===== config.mk =====
export PLATFORM = sky130hd
export DESIGN_NAME = midi_merge_arbiter
export DESIGN_NICKNAME = d
export VERILOG_FILES = /design/src/rtl/midi_merge_arbiter.sv
export SDC_FILE = /design/constraint.sdc
export NUM_CORES = 1
export LEC_CHECK = 0
export CAP_MARGIN = 20
export CORE_ASPECT_RATIO = 0.6
export CORE_MARGIN = 2
export CORE_UTILIZATION = 53
export CTS_BUF_LIST = sky130_fd_sc_hd__clkbuf_16
export CTS_CLUSTER_DIAMETER = 50
export DETAILED_ROUTE_END_ITERATION = 10
export PLACE_DENSITY = 0.92
export SYNTH_ARGS = -nofsm -noshare
export SYNTH_HDL_FRONTEND = slang
export SYNTH_SLANG_ARGS = --single-unit

===== constraint.sdc =====
create_clock -name clk -period 4.46 [get_ports clk]
set_clock_uncertainty 0.2 [all_clocks]
set_input_delay 0.446 -clock clk [delete_from_list [all_inputs] [get_ports clk]]
set_output_delay 0.446 -clock clk [all_outputs]
set_load 0.005 [all_outputs]

===== src/rtl/midi_merge_arbiter.sv =====
// rtl/midi_merge_arbiter.sv - round-robin serial arbiter sharing the merged MIDI output among four inputs
// Optional drop counters are built when MIDI_MERGE_DROP_CNT_EN is defined.
module midi_merge_arbiter #(
  parameter int CLKS_PER_BIT = 32,
  parameter int IDLE_BITS    = 20
) (
  input  logic        clk,
  input  logic        rst_n,
  input  logic [3:0]  midi_in,
  input  logic [3:0]  in_en,
  output logic [3:0]  midi_out,
  output logic [3:0]  grant,
  output logic        busy,
  output logic [3:0]  drop_pulse,
  output logic [31:0] drop_cnt
);

  localparam int IDLE_CLKS = IDLE_BITS * CLKS_PER_BIT;
  localparam int CW = (IDLE_CLKS > 1) ? $clog2(IDLE_CLKS) : 1;
  localparam logic [CW-1:0] TERM = CW'(IDLE_CLKS - 1);

  typedef enum logic {IDLE, ACTIVE} state_t;

  state_t        state;
  logic [3:0]    s1, s, s_d;
  logic [3:0]    fall, cand, pend;
  logic [1:0]    gidx, rr_ptr, win, idx;
  logic          found, sg;
  logic [CW-1:0] cnt;

  assign fall = s_d & ~s;
  assign cand = (fall | pend) & in_en;
  assign sg   = s[gidx];

  // Scan downwards so the candidate closest to rr_ptr is the last one written.
  always_comb begin
    win   = rr_ptr;
    found = 1'b0;
    idx   = rr_ptr;
    for (int k = 3; k >= 0; k--) begin
      idx = rr_ptr + 2'(k);
      if (cand[idx]) begin
        win   = idx;
        found = 1'b1;
      end
    end
  end

  always_ff @(posedge clk or negedge rst_n) begin
    if (!rst_n) begin
      s1         <= 4'hF;
      s          <= 4'hF;
      s_d        <= 4'hF;
      state      <= IDLE;
      grant      <= 4'h0;
      busy       <= 1'b0;
      gidx       <= 2'd0;
      rr_ptr     <= 2'd0;
      cnt        <= '0;
      midi_out   <= 4'hF;
      drop_pulse <= 4'h0;
      pend       <= 4'h0;
    end else begin
      s1         <= midi_in;
      s          <= s1;
      s_d        <= s;
      drop_pulse <= 4'h0;
      pend       <= 4'h0;
      case (state)
        IDLE: begin
          midi_out <= 4'hF;
          if (found) begin
            state      <= ACTIVE;
            gidx       <= win;
            grant      <= 4'b0001 << win;
            busy       <= 1'b1;
            cnt        <= '0;
            midi_out   <= {4{s[win]}};
            drop_pulse <= cand & ~(4'b0001 << win);
          end
        end
        default: begin
          if (!in_en[gidx] || (sg && cnt == TERM)) begin
            state    <= IDLE;
            grant    <= 4'h0;
            busy     <= 1'b0;
            rr_ptr   <= gidx + 2'd1;
            midi_out <= 4'hF;
            cnt      <= '0;
            // A start bit coinciding with release is held for arbitration next cycle.
            pend     <= fall & in_en;
          end else begin
            midi_out   <= {4{sg}};
            drop_pulse <= fall & in_en & ~grant;
            if (!sg)
              cnt <= '0;
            else if (cnt != TERM)
              cnt <= cnt + CW'(1);
          end
        end
      endcase
    end
  end

`ifdef MIDI_MERGE_DROP_CNT_EN
  logic [7:0] dcnt [4];

  always_ff @(posedge clk or negedge rst_n) begin
    if (!rst_n) begin
      for (int i = 0; i < 4; i++) dcnt[i] <= 8'd0;
    end else begin
      for (int i = 0; i < 4; i++)
        if (drop_pulse[i] && dcnt[i] != 8'hFF) dcnt[i] <= dcnt[i] + 8'd1;
    end
  end

  assign drop_cnt = {dcnt[3], dcnt[2], dcnt[1], dcnt[0]};
`else
  assign drop_cnt = 32'd0;
`endif

endmodule

==> impl_metrics.toml, run 1 <==
[grt]
grt_pass1_wl_microns = 6840
grt_pass1_vias = 1382
grt.total_usage = 0.205
antenna_found_initial = 0
overflow = 0
grt_max_degree = 42

[floorplanning]
die_w_microns = 86.6
dieArea_sq_um = 4640
ios = 55
die_h_microns = 53.6
coreArea_sq_um = 3810
rows = 17
start_util = 0.570

[drt]
routedWlPerCell_microns = 15.5
vias = 1560
vias_per_cell = 5.61
postRouteAntennaNets = 0
first_pass_iters = 5
drt_iter0_markers = 188
drc = 0
routed_wl_microns = 4310

[sta]
rsz0062_at_grt = "false"
setup_viol = 0
min_period_ns = 2.40
slew_viol_final = 0
fmax_mhz = 417
final_hold_viol_count = 0
slew_headroom = 0.417
tightest_slew_ns = 0.875
finalCritPeriodShare = 0.537
fin_setup_tns_ns = 0

[power]
intPower_w = 0.000895
p_total_w = 0.00134
p_sw_frac = 0.334
power_frac_comb = 0.309
switching_power_w = 0.000449
peakVddDrop_v = 0.000300
clock_power_share = 0.302
p_seq_frac = 0.389
p_leak_nw = 1.09
p_per_area_nw_per_um2 = 548

[yosys]
ys_seq_elements = 41
syn_inst = 207
synth_top_area_cell = "dfrtp_1"
synth_edf_count = 0
ys_warn_count = 0
syn_avg_cell_area_sq_um = 10.5
syn-cell-area_sq_um = 2170
synthTopCellsByArea = "dfrtp_1, dfstp_2, buf_4"
yosys_most_used_dff = "dfrtp_1"
synthDistinctLibCells = 51
synth_common_cells = "buf_4, dfrtp_1, nand2_1"
synth_seq_area_share = 0.480
yosysTopAreaCellShare = 0.323
synth_most_common_cell = "buf_4"
async_flop_share = 1.00

[worst_hold_path]
hp-class = "in2async"

[placed_design]
port_buffers = 22
gp_congestion = 0.997
hpwl_microns = 3180

[cts]
numCtsBuffers = 5
ctsHoldBuffers = 0
clk_latency_ns = 0.28
post_cts_buffers = 0
clkTransAtPathRegs_ns = 0.06
cts_root_buf = "clkbuf_16"
numClockSinks = 41
clock_path_buffers = 2
tritoncts = "built"
h-tree-depth = 2
cts_resized = 0

[critical_path]
cp_top_family = "compound AO/OA/AOI/OAI gates"
cp-start-kind = "register"
crit_chain = "nor2b_1 > o21ai_0 > a41oi_1 > inv_2 > a2111oi_2 > a211oi_2"
worstPathMaxFanout = 5
cp_slowest_cell = "dfstp_2"
r2r_cells = 6
critical_path_required_ns = 4.46
path_depth = 6
path_class = "reg2reg"
endpoint_kind = "register"
cp_slowest_stage_delay_ns = 0.51
cp_num_buf_inv = 1
arrival_ns = 2.40

[outcome]
status = "finished, final reports clean"

[layout]
syn_to_final_growth_pct = 12.8
nets = 241
antenna_cells = 0
drive_gt1_frac = 0.169

[job]
cap_violations = 0
## layout make-up
cell class | count | area, sq um
Sequential cell | 41 | 1040
Clock buffer | 5 | 125
Inverter | 4 | 15.0
Timing Repair Buffer | 23 | 220
Fill cell | 313 | 1360
Multi-Input combinational cell | 155 | 947
Clock inverter | 3 | 42.5
Tap cell | 47 | 58.8
## layer usage
metal,track usage,part of all wire,vias up
met3,0.0583,0.095,10
met2,0.274,0.42,89
met4,0.0859,0.019,0
met1,0.309,0.46,749
li1,-,-,712
met5,0,0,-
## worst paths after layout
path,start,slack [ns],endpoint
hold reg to reg,s1[1],0.15,s[1]
setup reg to reg,s_d[3],2.06,midi_out[2]
max in group asynchronous,rst_n,3.43,gidx[1]
hold / removal,rst_n,0.07,drop_pulse[3]
min in group clk,s1[1],0.15,s[1]
setup / recovery,s_d[3],2.06,midi_out[2]
## sequential cells by signal (all words and copies together) (netlist names)
signal      flops
cnt            10
drop_pulse      4
grant           4
pend            4
s1              4
s               4
s_d             4
gidx            2
rr_ptr          2
busy            1
midi_out        1
state           1
## through the flow
| stage | hold WS [ns] | std cells | setup slack (ns) | utilization | area [sq um] |
|---|---|---|---|---|---|
| global route | 0.158 | 278 | 1.94 | 0.644 | 2450 |
| global placement | 0.146 | 269 | 1.79 | 0.598 | 2280 |
| finish | 0.0724 | 278 | 2.06 | 0.644 | 2450 |
| floorplan | -0.0496 | 238 | 2.48 | - | 2290 |
| detailed placement | 0.147 | 269 | 1.66 | 0.598 | 2280 |
| CTS | 0.113 | 277 | 1.77 | 0.642 | 2450 |
## placed cells by master, fill, tap and decap left out, drive strengths merged, types with 2 or more instances in the layout
master         Yosys  layout
nor2b              7       7
o211ai             2       2
clkbuf             0       5
clkdlybuf4s50      0      21
buf               38       2
nor2              13      13
o31ai              6       6
o21a               3       3
nand2             21      21
a211oi             2       2
o2bb2ai            2       2
mux4               2       2
a211o              3       3
conb               1      32
a22o               3       3
dfrtp             28      28
o21ai             19      19
a311oi             2       2
nand3              6       6
and2               3       3
a21oi              7       7
xor2               2       2
and3               3       3
and4               2       2
inv                4       5
dfstp             13      13
## power by group through the flow
stage,logic [W],clock network [W],registers (W)
2_1_floorplan,0.000302,0,0.000500
3_3_place_gp,0.000391,0,0.000523
3_5_place_dp,0.000408,0,0.000525
4_1_cts,0.000411,0.000414,0.000518
5_1_grt,0.000456,0.000430,0.000532
6_report,0.000415,0.000406,0.000523
## cells by family (layout without fill, tap and decap cells)
group,count (synthesis),after routing,share of synthesized area
AND/OR/NAND/NOR,61,61,0.143
AO/OA/AOI/OAI,55,55,0.193
buffers and inverters,42,35,0.138
flip-flops,41,41,0.480
multiplexers,4,4,0.0305
XOR/XNOR,2,2,0.00807
adder cells (fa/ha/maj),1,1,0.00576
other,1,32,0.00173
## worst reg2reg max path: cells and delay by family, from the launching register on
kind	cells	cell delay, ns
AO/OA/AOI/OAI	4	1.25
flip-flops	1	0.51
buffers and inverters	1	0.08
AND/OR/NAND/NOR	1	0.28
Power figures use the tool's default switching activity.
==> run 2, diff against run 1 <==
Settings changed: CORE_UTILIZATION 53 to 49, PLACE_DENSITY 0.92 to 0.87.
Clock period 4.46 ns to 2.4 ns, I/O delays scaled along.
==> run 2 against run 1 <==
Critical path depth stayed put. Sequential power is 88% higher. Power increased by 83%. Routed wire length rose by 4.2%. Count of clock-buffer cells in the layout stayed put. Design area increased by 1.5%. Sequential share of layout area is 0.64 points lower. Combinational power rose by 98%. Via count shrank 1.5%. Clock power is 60% higher. Largest cell class unchanged. Largest power group unchanged.
==> impl_metrics.toml, run 2 (synthesis gave the netlist of run 1 again) <==
[drt]
drt_iter0_markers = 122
routed_wl_microns = 4500
first_pass_iters = 4
routedWlPerCell_microns = 15.2
vias_per_cell = 5.21
postRouteAntennaNets = 0
vias = 1537
drc = 0

[cts]
cts_root_buf = "clkbuf_16"
post_cts_buffers = 0
clkTransAtPathRegs_ns = 0.06
tritoncts = "built"
numClockSinks = 41
h-tree-depth = 2
clk_latency_ns = 0.29
clock_path_buffers = 2
numCtsBuffers = 5

[layout]
final_cell_mix = "conb_1, dfrtp_1, nand2_1, clkdlybuf4s50_1"
antenna_cells = 0
regMostFlops = "cnt"
largest_reg_flops = 10
syn_to_final_growth_pct = 14.6
final_common_cell = "conb_1"
nets = 245
design_area_sq_um = 2490
instances_no_fill = 295
drive_gt1_frac = 0.187

[critical_path]
worstPathMaxFanout = 5
reg2reg_slack_ns = 0.11
worstSetupEndpoint = "midi_out[2]"
cp-start-kind = "register"
critical_path_required_ns = 2.40
endpoint_kind = "register"
path_class = "reg2reg"
cp_slowest_cell = "dfstp_2"
cp_slowest_stage_delay_ns = 0.52
r2r-end = "midi_out[2]"
r2r_cells = 6
r2r_start = "s_d[1]"
arrival_ns = 2.29
crit_chain = "nor2b_2 > o21a_1 > o211ai_1 > a21o_1 > a2111oi_2 > a211oi_2"
startpoint = "s_d[1]"

[job]
cap_violations = 0

[power]
p_per_area_nw_per_um2 = 987
p_leak_nw = 1.09
switching_power_w = 0.000867
intPower_w = 0.00159
power_frac_comb = 0.335
p_seq_frac = 0.401
p_sw_frac = 0.353
peakVddDrop_v = 0.000515
clock_power_share = 0.265

[placed_design]
hpwl_microns = 3300
port_buffers = 22
gp_congestion = 0.941
place_inst = 286
post_dp_cell_area_sq_um = 2320

[floorplanning]
dieArea_sq_um = 5000
rows = 18
die_w_microns = 90.0
ios = 55
coreArea_sq_um = 4190
die_h_microns = 55.6
start_util = 0.519

[sta]
rsz0062_at_grt = "false"
fin_setup_tns_ns = 0
setup_viol = 0
finalCritPeriodShare = 0.953
slew_headroom = 0.417
min_period_ns = 2.29
fmax_mhz = 437
slew_viol_final = 0
tightest_slew_ns = 0.874
final_hold_viol_count = 0

[grt]
overflow = 0
antenna_found_initial = 0
grt_max_degree = 42
grt_pass1_wl_microns = 7500
grt.total_usage = 0.198
grt_pass1_vias = 1466

[worst_hold_path]
hp-class = "in2reg"

[outcome]
status = "finished, final reports clean"
[run 2: per-stage QoR]
step	total power [W]	setup WS (ns)	hold WS (ns)	util
after floorplan	0.00149	0.419	-0.256	-
after global placement	0.00176	0.138	0.146	0.555
after detailed placement	0.00179	0.0515	0.148	0.555
after CTS	0.00245	0.127	0.151	0.592
after global routing	0.00259	0.00770	0.159	0.594
final	0.00246	0.113	0.153	0.594
[run 2: per-layer routing]
metal  wire length (microns)  GRT usage  part of all wire  up-vias
met5                       0          0                 0        -
met4                      67     0.0813             0.015        0
met3                     408     0.0759             0.091        7
met2                    1860      0.263              0.41       71
met1                    2160      0.289              0.48      740
li1                        -          -                 -      719
[run 2: how the worst min path moves through the flow]
stage | from | to | slack [ns] | cells after the start
after detailed placement | s1[2] | s[2] | 0.15 | 0
after global placement | s1[1] | s[1] | 0.15 | 0
final | midi_in[2] | s1[2] | 0.15 | 1
after global routing | s1[0] | s[0] | 0.16 | 0
after floorplan | rst_n | busy | -0.26 | 0
after CTS | midi_in[2] | s1[2] | 0.15 | 1
[run 2: repair_timing]
action / in CTS / in global routing
resized for setup: 0 / 2
endpoints found under the hold margin: 28 / 0
endpoints found under the setup margin: 0 / 1
hold buffers: 1 / 0
[run 2: area by class of cell]
cell class                 instances  area (sq um)
clock buffer                       5           125
clock inverter                     3          18.8
fill                             359          1700
inverter                           4          15.0
multi-input combinational        155           957
sequential                        41          1040
tap                               60          75.1
timing repair buffer              27           255
[run 2: power by group through the flow]
stage / Clock [W] / Combinational [W] / Sequential [W]
2_1_floorplan: 0 / 0.000561 / 0.000928
3_5_place_dp: 0 / 0.000800 / 0.000986
3_3_place_gp: 0 / 0.000778 / 0.000978
4_1_cts: 0.000667 / 0.000805 / 0.000975
6_report: 0.000650 / 0.000822 / 0.000984
5_1_grt: 0.000699 / 0.000887 / 0.000999
[run 2: critical path, delay by kind of cell (launching register included)]
kind	cells	cell delay [ns]
flip-flops	1	0.52
AND/OR/NAND/NOR	1	0.25
AO/OA/AOI/OAI	5	1.24
==> variant (config.mk and constraints of run 2) <==
Change the parameter `IDLE_BITS` from 20 to 18.
--- a/src/rtl/midi_merge_arbiter.sv
+++ b/src/rtl/midi_merge_arbiter.sv
@@ -3,5 +3,5 @@
 module midi_merge_arbiter #(
   parameter int CLKS_PER_BIT = 32,
-  parameter int IDLE_BITS    = 20
+  parameter int IDLE_BITS    = 18
 ) (
   input  logic        clk,
Function: no difference found for any inputs over 10 cycles, from zero or initial values and one cycle with rst_n low; that may be too few to reach the edited logic, so the function may still have changed.
==> variant against run 2 <==
- setup slack got worse by 0.0032 ns
- synthesized area fell by 0.35%
- critical path depth rose by 1
- cell area did not move
- sequential cell count did not move
- routed wire length fell by 0.85%
- power rose by 3.3%
- critical path type unchanged
- critical endpoint is now drop_pulse[0]$_DFF_PN0_
- maximum frequency fell by 0.14%
- highest routed layer unchanged
==> variant: results <==
group,metric,value,unit
synthesis,yosys-top-cells-count,"buf_4 (35), dfrtp_1 (28), o21ai_0 (17)",
detailed_routing,num_vias,1579,
global_route,grt_pass1_wl,7220,um
power,peakVddDrop,0.000625,V
global_route,grt_pass1_vias,1403,
finish,layout-drive-gt1-share,0.174,
synthesis,synth_area_leaders,"dfrtp_1 (32%), dfstp_2 (16%), buf_4 (12%), o21ai_0 (3.9%), nand2_1 (2.3%)",
synthesis,synth_cell_type_count,43,
clock_network,root_buffer,"clkbuf_16",
synthesis,synth-seq-area-share,0.482,
critical_path,crit_fanout,8,
critical_path,cpMaxStageDelayCell,"dfstp_2",
timing,worst_pin_slew,0.878,ns
finish,largest_register,"cnt",
placement,dp_slack,0.0634,ns
run_status,status,"finished clean",
clock_network,clk_pin_slew,0.06,ns
min_path,hp-class,"flop to flop",
detailed_routing,routedWlPerCell,15.1,um
detailed_routing,drt_iter0_markers,199,
placement,placed_area,2320,um^2
synthesis,synthFlopType,"dfrtp_1",
critical_path,critPathMaxStageDelay,0.56,ns
finish,layout.nets,246,
placement,hpwl,3390,um
finish,largest_reg_flops,10,
global_route,gr-usage-all-layers,0.187,
timing,final-max-slew-violation-count,0,
placement,routabilityCongestion,0.953,
power,leakage,1.08,nW
## variant: critical path: cells and delay by family, from the launching register on
| kind | cells | cell delay, ns |
|---|---|---|
| AO/OA/AOI/OAI | 5 | 1.16 |
| buffers and inverters | 1 | 0.16 |
| flip-flops | 1 | 0.56 |
| AND/OR/NAND/NOR | 1 | 0.11 |
## variant: kinds of logic (layout without fill, tap and decap cells)
family / after synthesis / after routing / synth area share
AO/OA/AOI/OAI: 55 / 55 / 0.177
XOR/XNOR: 2 / 2 / 0.00809
other: 1 / 32 / 0.00173
AND/OR/NAND/NOR: 56 / 56 / 0.138
flip-flops: 41 / 41 / 0.482
adder cells (fa/ha/maj): 1 / 1 / 0.00578
multiplexers: 7 / 7 / 0.0451
buffers and inverters: 45 / 42 / 0.143
## variant: metrics by stage
stage                     instances  power (W)
after floorplan                 239    0.00154
after global routing            296    0.00268
final                           296    0.00254
after CTS                       296    0.00252
after global placement          287    0.00182
after detailed placement        287    0.00185
## variant: area by class of cell
| cell class | instances | area (um^2) |
|---|---|---|
| Clock buffer | 5 | 125 |
| Fill cell | 337 | 1680 |
| Tap cell | 60 | 75.1 |
| Inverter | 7 | 26.3 |
| Multi-Input combinational cell | 153 | 943 |
| Sequential cell | 41 | 1040 |
| Clock inverter | 3 | 21.3 |
| Timing Repair Buffer | 27 | 255 |
## variant: final timing paths
kind	start	to	slack (ns)	cells past startpoint
worst max-delay path	s[0]$_DFF_PN1_	drop_pulse[0]$_DFF_PN0_	0.11	7
worst min register to register	s1[1]$_DFF_PN1_	s[1]$_DFF_PN1_	0.16	0
worst max register to register	s[0]$_DFF_PN1_	drop_pulse[0]$_DFF_PN0_	0.11	7
min in group asynchronous	rst_n	gidx[1]$_DFFE_PN0P_	0.42	2
max in group asynchronous	rst_n	pend[2]$_DFF_PN0_	1.03	2
worst min-delay path	s1[1]$_DFF_PN1_	s[1]$_DFF_PN1_	0.16	0
## variant: power breakdown
group,switching (W),internal [W]
clock,0.000273,0.000386
sequential,0.000173,0.000827
combinational,0.000453,0.000424
## variant: per-layer routing
layer  global-route usage  share of wire  vias up
li1                     -              -      731
met1                0.292           0.47      754
met2                0.241           0.41       89
met3               0.0628           0.10        5
met4               0.0571          0.011        0
met5                    0              0        -
## variant: timing repair
| action | CTS | global route |
|---|---|---|
| gates resized for setup | 0 | 2 |
| hold buffers | 1 | 0 |
| endpoints found under the hold margin | 28 | 0 |
| endpoints found under the setup margin | 0 | 2 |
| setup buffers | 0 | 0 |
